[src/rtl/game_flow_ctrl.sv]
// Game-flow sequencer for the hundred-floors game: run/pause/respawn/over/win FSM,
// speed-selected scroll tick, lives and floor tracking, one-cycle sound requests.
module game_flow_ctrl #(
  parameter int TICK_DIV       = 6_250_000,
  parameter int RESPAWN_CYCLES = 25_000_000,
  parameter int LIVES          = 3,
  parameter int CNT_W          = 25
) (
  input  logic       clk_50m,
  input  logic       rst,
  input  logic       start,
  input  logic       pause,
  input  logic [1:0] sw,
  input  logic       hit_spike,
  input  logic       fell_out,
  input  logic       floor_passed,
  output logic [2:0] state,
  output logic       run_en,
  output logic       scroll_tick,
  output logic       clear_field,
  output logic [1:0] lives,
  output logic [6:0] floor_cnt,
  output logic [1:0] snd_req
);

  typedef enum logic [2:0] {
    S_IDLE    = 3'd0,
    S_PLAY    = 3'd1,
    S_PAUSED  = 3'd2,
    S_RESPAWN = 3'd3,
    S_OVER    = 3'd4,
    S_WIN     = 3'd5
  } state_t;

  localparam logic [1:0]       SND_NONE   = 2'd0;
  localparam logic [1:0]       SND_HURT   = 2'd1;
  localparam logic [1:0]       SND_DEATH  = 2'd2;
  localparam logic [1:0]       SND_WIN    = 2'd3;
  localparam logic [6:0]       FLOOR_MAX  = 7'd100;
  localparam logic [1:0]       LIVES_INIT = 2'(LIVES);
  localparam logic [CNT_W-1:0] TICK_DIV_W = CNT_W'(TICK_DIV);
  localparam logic [CNT_W-1:0] RESP_LAST  = CNT_W'(RESPAWN_CYCLES - 1);

  state_t           state_q;
  logic [CNT_W-1:0] cnt;
  logic             start_q;
  logic             start_edge;
  logic [CNT_W-1:0] period_raw;
  logic [CNT_W-1:0] period_m1;
  logic             tick_due;
  logic             floor_win;
  logic             play_stays;

  assign state  = state_q;
  assign run_en = (state_q == S_PLAY);

  // start_q resets high so a button held through reset is not seen as an edge.
  assign start_edge = start & ~start_q;

  // A zero period (TICK_DIV >> sw underflowing) behaves as period 1: tick every cycle.
  assign period_raw = TICK_DIV_W >> sw;
  assign period_m1  = (period_raw == '0) ? '0 : period_raw - CNT_W'(1);
  assign tick_due   = (cnt >= period_m1);

  // Leaving PLAY this cycle suppresses the tick and freezes the counter.
  always_comb begin
    floor_win  = 1'b0;
    play_stays = 1'b0;
    floor_win  = floor_passed && (floor_cnt == FLOOR_MAX - 7'd1);
    play_stays = !fell_out && !hit_spike && !floor_win && !(pause && !floor_passed);
  end

  always_ff @(posedge clk_50m) begin
    if (rst) begin
      state_q     <= S_IDLE;
      cnt         <= '0;
      start_q     <= 1'b1;
      scroll_tick <= 1'b0;
      clear_field <= 1'b0;
      snd_req     <= SND_NONE;
      lives       <= LIVES_INIT;
      floor_cnt   <= '0;
    end else begin
      start_q     <= start;
      scroll_tick <= 1'b0;
      clear_field <= 1'b0;
      snd_req     <= SND_NONE;
      case (state_q)
        S_IDLE, S_OVER, S_WIN: begin
          if (start_edge) begin
            state_q     <= S_PLAY;
            clear_field <= 1'b1;
            lives       <= LIVES_INIT;
            floor_cnt   <= '0;
            cnt         <= '0;
          end
        end
        S_PLAY: begin
          if (fell_out) begin
            lives   <= 2'd0;
            snd_req <= SND_DEATH;
            state_q <= S_OVER;
          end else if (hit_spike) begin
            if (lives > 2'd1) begin
              lives   <= lives - 2'd1;
              snd_req <= SND_HURT;
              state_q <= S_RESPAWN;
              cnt     <= '0;
            end else begin
              lives   <= 2'd0;
              snd_req <= SND_DEATH;
              state_q <= S_OVER;
            end
          end else if (floor_passed) begin
            if (floor_win) begin
              floor_cnt <= FLOOR_MAX;
              snd_req   <= SND_WIN;
              state_q   <= S_WIN;
            end else if (floor_cnt < FLOOR_MAX) begin
              floor_cnt <= floor_cnt + 7'd1;
            end
          end else if (pause) begin
            state_q <= S_PAUSED;
          end
          if (play_stays) begin
            if (tick_due) begin
              scroll_tick <= 1'b1;
              cnt         <= '0;
            end else begin
              cnt <= cnt + CNT_W'(1);
            end
          end
        end
        S_PAUSED: begin
          if (!pause) state_q <= S_PLAY;
        end
        S_RESPAWN: begin
          if (cnt >= RESP_LAST) begin
            state_q     <= S_PLAY;
            clear_field <= 1'b1;
            cnt         <= '0;
          end else begin
            cnt <= cnt + CNT_W'(1);
          end
        end
        default: state_q <= S_IDLE;
      endcase
    end
  end

endmodule

[config.mk]
export PLATFORM = sky130hd
export DESIGN_NAME = game_flow_ctrl
export DESIGN_NICKNAME = d
export VERILOG_FILES = /design/src/rtl/game_flow_ctrl.sv
export SDC_FILE = /design/constraint.sdc
export NUM_CORES = 1
export LEC_CHECK = 0
export ABC_CLOCK_PERIOD_IN_PS = 4000
export BUFFER_PORTS_ARGS = -buffer_cell sky130_fd_sc_hd__buf_4
export CAP_MARGIN = 20
export CORE_MARGIN = 10
export CORE_UTILIZATION = 54
export CTS_CLUSTER_DIAMETER = 40
export DETAILED_ROUTE_END_ITERATION = 10
export PLACE_DENSITY = 0.76
export SLEW_MARGIN = 10
export SYNTH_ARGS = -nofsm -noshare
export SYNTH_HDL_FRONTEND = slang
export SYNTH_SLANG_ARGS = --single-unit
[constraint.sdc]
create_clock -name clk_50m -period 4 [get_ports clk_50m]
set_clock_uncertainty 0.2 [all_clocks]
set_input_delay 1.2 -clock clk_50m [delete_from_list [all_inputs] [get_ports clk_50m]]
set_output_delay 1.2 -clock clk_50m [all_outputs]
set_load 0.02 [all_outputs]
Word level (Yosys, flattened, before mapping)
Index checks and enable logic that the tools add are counted.
- register bits after elaboration: 42
- output and inout port bits: 17
- $add $sub $neg: 4
- $lt $le $gt $ge: 4
- eq/ne operators: 19
- shifts and indexed selects: 1
- mux-type cells: 40
- bitwise gates (word level): 4
- reduce and logical (&&, ||, !) cells: 22
- operator list (operator ; number):
    2-to-1 mux 25 bit ; 8
    one-hot mux 25 bit (3 select lines) ; 1
    2-to-1 mux 7 bit ; 6
    2-to-1 mux 3 bit ; 9
    adder 25 x 1 -> 25 bit (second input constant) ; 1
    >= comparator 25 bit ; 1
    >= comparator 25 bit (second input constant) ; 1
    zero test 25 bit ; 1
    right shift 23 x 2 -> 25 bit (first input constant) ; 1
    subtractor 25 x 1 -> 25 bit (second input constant) ; 1
    2-to-1 mux 2 bit ; 9
    one-hot mux 7 bit (2 select lines) ; 1
    != test 2 bit (second input constant) ; 6
    one-hot mux 3 bit (4 select lines) ; 1
    AND reduction 5 bit ; 2
    OR reduction 3 bit ; 3
    adder 7 x 1 -> 7 bit (second input constant) ; 1
    == test 7 bit (second input constant) ; 1
    less-than comparator 7 bit (second input constant) ; 1
    == test 3 x 2 -> 1 bit (second input constant) ; 2
    == test 3 bit (second input constant) ; 2
    != test 3 x 1 -> 1 bit (second input constant) ; 2
    != test 3 x 2 -> 1 bit (second input constant) ; 2
    AND reduction 6 bit ; 1
    other kinds (18) ; 30

Logic depth before layout (Yosys ltp)
- depth after elaboration: 7
- mapped depth: 14
- mapped depth without buffers: 12

Worst setup path before layout
Ideal clock, no wire load.
- kind: in2reg
- start: in sw[1]
- end: reg cnt[12]
- arrival time: 3.550 ns
- required time: 3.686 ns
- path slack: 0.136 ns
- cell stages on the path: 13
- path buffers: 2
- path through: nor2b_4 > inv_2 > ha_1 > ha_1 > nand4_1 > nor4_1 > a221oi_1 > o32ai_2 > o32a_1 > buf_6 > buf_2 > nor3_1 > a21o_1
- cells in the longest elaborated chain, start to end: 7
- elaborated cells between the ends (all ways): 8
- ends and longest elaborated chain (element ; RTL line ; source):
    from (decl) ; 13 ; input logic [1:0] sw,
    right shift 23 x 2 -> 25 bit * ; 61 ; assign period_raw = TICK_DIV_W >> sw;
    subtractor 25 x 1 -> 25 bit or zero test 25 bit (tied branches) ; 62 ; assign period_m1 = (period_raw == '0) ? '0 : period_raw - CNT_W'(1);
    2-to-1 mux 25 bit * ; 62 ;
    >= comparator 25 bit * ; 63 ; assign tick_due = (cnt >= period_m1);
    2-to-1 mux 25 bit * ; 126 ; if (tick_due) begin
    2-to-1 mux 25 bit * ; 125 ; if (play_stays) begin
    one-hot mux 25 bit (3 select lines) * ; 88 ; case (state_q)
    to (signal assigned) ; 130 ; cnt <= cnt + CNT_W'(1);
    to (signal assigned) ; 143 ; cnt <= cnt + CNT_W'(1);
    to (decl) ; 45 ; logic [CNT_W-1:0] cnt;
Every way passes the cells marked *; elsewhere a longest branch is shown, timed or not.
A chain may end at the register's enable or synchronous reset.

Worst setup path in the final report
- start: in sw[0]
- end: reg cnt[24]
The elaborated chain is that of the path after synthesis.

==> impl_metrics.py <==
metrics = {
    "logic_synthesis": {
        "syn_area_per_cell_um2": 7.86,
        "synth_enable_flop_cells": 0,
        "synth-seq-cells": 42,
        "async_sr_flop_fraction_pct": 0,
        "yosysSeqAreaShare_pct": 29.7,
        "dominantRegCellSynth": "dfxtp_1",
        "yosysWarnings": 0,
        "syn-cell-area_um2": 2830,
        "synth_cell_types": 60,
        "synthCells": 360,
    },
    "clock_tree": {
        "clockRootBuffer": "clkbuf_8",
        "clock_sinks": 42,
        "ctsHoldBuffers": 0,
        "post-cts-setup-buffers": 0,
        "cts_buffers": 5,
        "cts-root-to-sink-buffers": 2,
        "tritoncts": "built",
        "worst_setup_hold_path_clk_slew_ps": 90,
        "insertion_delay_ps": 300,
        "htree_levels": 2,
        "cts.repair.resized": 0,
    },
    "floorplan": {
        "count_of_pins_on_the_block_boundary": 26,
        "placement_rows": 26,
        "floorplan.die_area_um2": 8530,
        "fp.dieW_um": 92.4,
        "dieHeight_um": 92.4,
        "core-area_um2": 5110,
        "start_util_pct": 55.4,
    },
    "sta": {
        "final.period_utilization_pct": 96.8,
        "setup_viol": 0,
        "rsz_0062_raised_after_global_routing": "false",
        "hold_viol": 0,
        "finalWorstPathRequiredPeriod_ps": 3870,
        "setup_tns_ps": 0,
        "fmaxAchievable_ghz": 0.258,
        "final.setup.worst_slack_ps": 129,
        "report.final.slew_viol_count": 0,
    },
    "cells_and_area": {
        "num_antenna_cells": 0,
        "total_area_of_sequential_cells_um2": 841,
        "syn_to_final_growth_pct": 16.9,
        "layout.cells.most_common_list": "45 x buf_4, 42 x dfxtp_1, 41 x nand2_1",
        "final_core_utilization_pct": 64.8,
        "final_common_cell": "buf_4",
        "final_layout_size_suffix_gt1_share_pct": 18.3,
        "nets": 434,
        "multiInputGateArea_um2": 1880,
        "fillerInstances": 473,
        "layoutNonFillerInstCount": 475,
    },
    "critical_path": {
        "worst_setup_path_startpoint": "sw[0]",
        "critical_path_start_end_classification": "input pin to register",
        "start_kind": "input pin",
        "r2r.worst_path.cells": 9,
        "worst_ep_required_time_ps": 4040,
        "critPathTopFamily": "compound AO/OA/AOI/OAI gates",
        "setup_slack_reg_to_reg_ps": 1090,
        "cpPeakStageDelay_ps": 390,
        "critical-path-slowest-cell": "or3_4",
        "critical_path.n_buffers_inverters": 3,
        "crit_chain": "buf_4 -> nor2b_4 -> inv_2 -> ha_1 -> ha_1 -> nand4_1 -> o211ai_1 -> a221oi_1 -> o32ai_2 -> o32a_1 -> buf_4 -> or3_4 -> a22oi_2",
        "critPathMaxFanout": 11,
        "data_arrival_critical_path_ps": 3910,
        "end_point_of_the_critical_path": "cnt[24]",
        "crit_path_end_kind": "register",
        "worst_r2r_endpoint": "cnt[24]",
        "cp_num_cells": 13,
        "worst_r2r_startpoint": "cnt[16]",
    },
    "place": {
        "gpl.final_weighted_congestion": 0.902,
        "place.detailed.instances": 467,
        "port_buffers": 25,
        "place_hpwl_um": 5590,
        "place_ws_ps": -206,
    },
    "power": {
        "share_of_power_burned_in_the_clock_network_pct": 27.3,
        "power.internal_uw": 683,
        "power.ir.vdd_worst_uv": 232,
        "power_frac_seq_pct": 43.4,
        "p_leak_uw": 0.00141,
        "net-switching-power_uw": 385,
        "power.switching_fraction_pct": 36.0,
        "post-layout-total-power_uw": 1070,
        "power_frac_comb_pct": 29.3,
        "powerDensity_nw_per_um2": 323,
    },
    "grt": {
        "grt_start_max_net_pins": 31,
        "vias_in_the_first_global_route": 2609,
        "grt_antenna_before_repair": 0,
        "global_route_wire_length_before_repair_um": 12200,
        "grt.total_usage_pct": 16.9,
        "global_route.overflow_total": 0,
    },
    "routing": {
        "via_count": 2778,
        "totalWireLength_um": 7310,
        "dr.pass1.iters": 4,
        "avgViaCountPerCell": 5.85,
        "drt-wirelength-per-cell_um": 15.4,
        "drtAntennaViolNets": 0,
        "post-route-drc-count": 0,
        "dr.first_iter.drc_count": 207,
    },
    "hold_path": {
        "hold_path.class": "register to register",
        "hold_depth": 2,
    },
    "flow_run": {
        "maxCapViolations": 0,
    },
    "outcome": {
        "run_status": "complete, no violations",
    },
}
registers in the layout, indices dropped and copies added, names as in the netlist:
signal       count
scroll_tick      1
lives            2
start_q          1
snd_req          2
cnt             25
state            3
clear_field      1
floor_cnt        7
worst reg2reg max path: stages (launching register included):
cell and delay, ps:
dfxtp_1 440, ha_1 400, a21oi_1 130, o21ai_0 160, a311oi_1 320, o32ai_2 140
o32a_1 360, buf_4 180, or3_4 390, a22oi_2 120
through the flow:
stage	cell area, µm²	hold slack [ps]
after global placement	3210	278
final	3310	290
after CTS	3300	292
after detailed placement	3210	280
after floorplan	2830	278
after global routing	3310	338
cell usage after synthesis (3+ instances only):
cell / instances / area share, %
clkbuf_1: 6 / 0.80
and2_1: 3 / 0.66
nand3_1: 17 / 3.0
xor2_1: 6 / 1.9
nor2_1: 30 / 4.0
o211ai_1: 3 / 0.80
or3_1: 7 / 1.5
a211oi_1: 7 / 1.9
a21o_1: 5 / 1.3
nand2_1: 41 / 5.4
nor3_1: 17 / 3.0
ha_1: 21 / 9.3
dfxtp_1: 42 / 30
o21ai_0: 23 / 4.1
a21oi_1: 22 / 3.9
or2_2: 3 / 0.66
nor2b_1: 4 / 0.88
nand2b_1: 5 / 1.1
a211o_1: 6 / 1.9
nand4_1: 11 / 2.4
nor4_1: 5 / 1.1
and3_1: 12 / 2.7
inv_1: 17 / 2.3
cell families (layout without fill, tap and decap cells):
logic type	count (synthesis)	after routing	synth area share [%]
AND/OR/NAND/NOR	172	172	33.2
AO/OA/AOI/OAI	87	87	20.3
flip-flops	42	42	29.7
buffers and inverters	27	71	4.16
adder cells (fa/ha/maj)	22	22	9.69
XOR/XNOR	8	8	2.48
other	1	2	0.133
multiplexers	1	1	0.354
power by group through the flow:
stage | clock [µW] | sequential (µW) | combinational [µW]
5_1_grt | 312 | 466 | 347
3_3_place_gp | 0 | 473 | 305
3_5_place_dp | 0 | 473 | 310
6_report | 291 | 464 | 313
4_1_cts | 298 | 464 | 312
2_1_floorplan | 0 | 488 | 182
layout make-up:
class,count,area share [%]
Multi-Input combinational cell,292,56.8
Sequential cell,42,25.4
Timing Repair Buffer,45,10.2
Tap cell,70,2.65
Clock buffer,5,2.08
Inverter,18,2.04
Clock inverter,3,0.756
routing by layer:
layer  part of all wire, %  wire (µm)  up-vias  GRT usage [%]
li1                      -          -     1417              -
met1                    47       3410     1285           22.1
met3                   5.4        398        9           3.15
met4                   1.2         89        0           6.30
met2                    47       3410       67           27.1
met5                     0          0        -              0
worst min-delay path by stage:
| stage | startpoint | to |
|---|---|---|
| 3_3_place_gp | lives[1] | lives[1] |
| 5_1_grt | state[0] | state[0] |
| 6_report | lives[1] | lives[1] |
| 4_1_cts | lives[1] | lives[1] |
| 2_1_floorplan | cnt[4] | cnt[4] |
| 3_5_place_dp | floor_cnt[6] | floor_cnt[6] |
No activity file was read; power rests on OpenSTA's default activity.
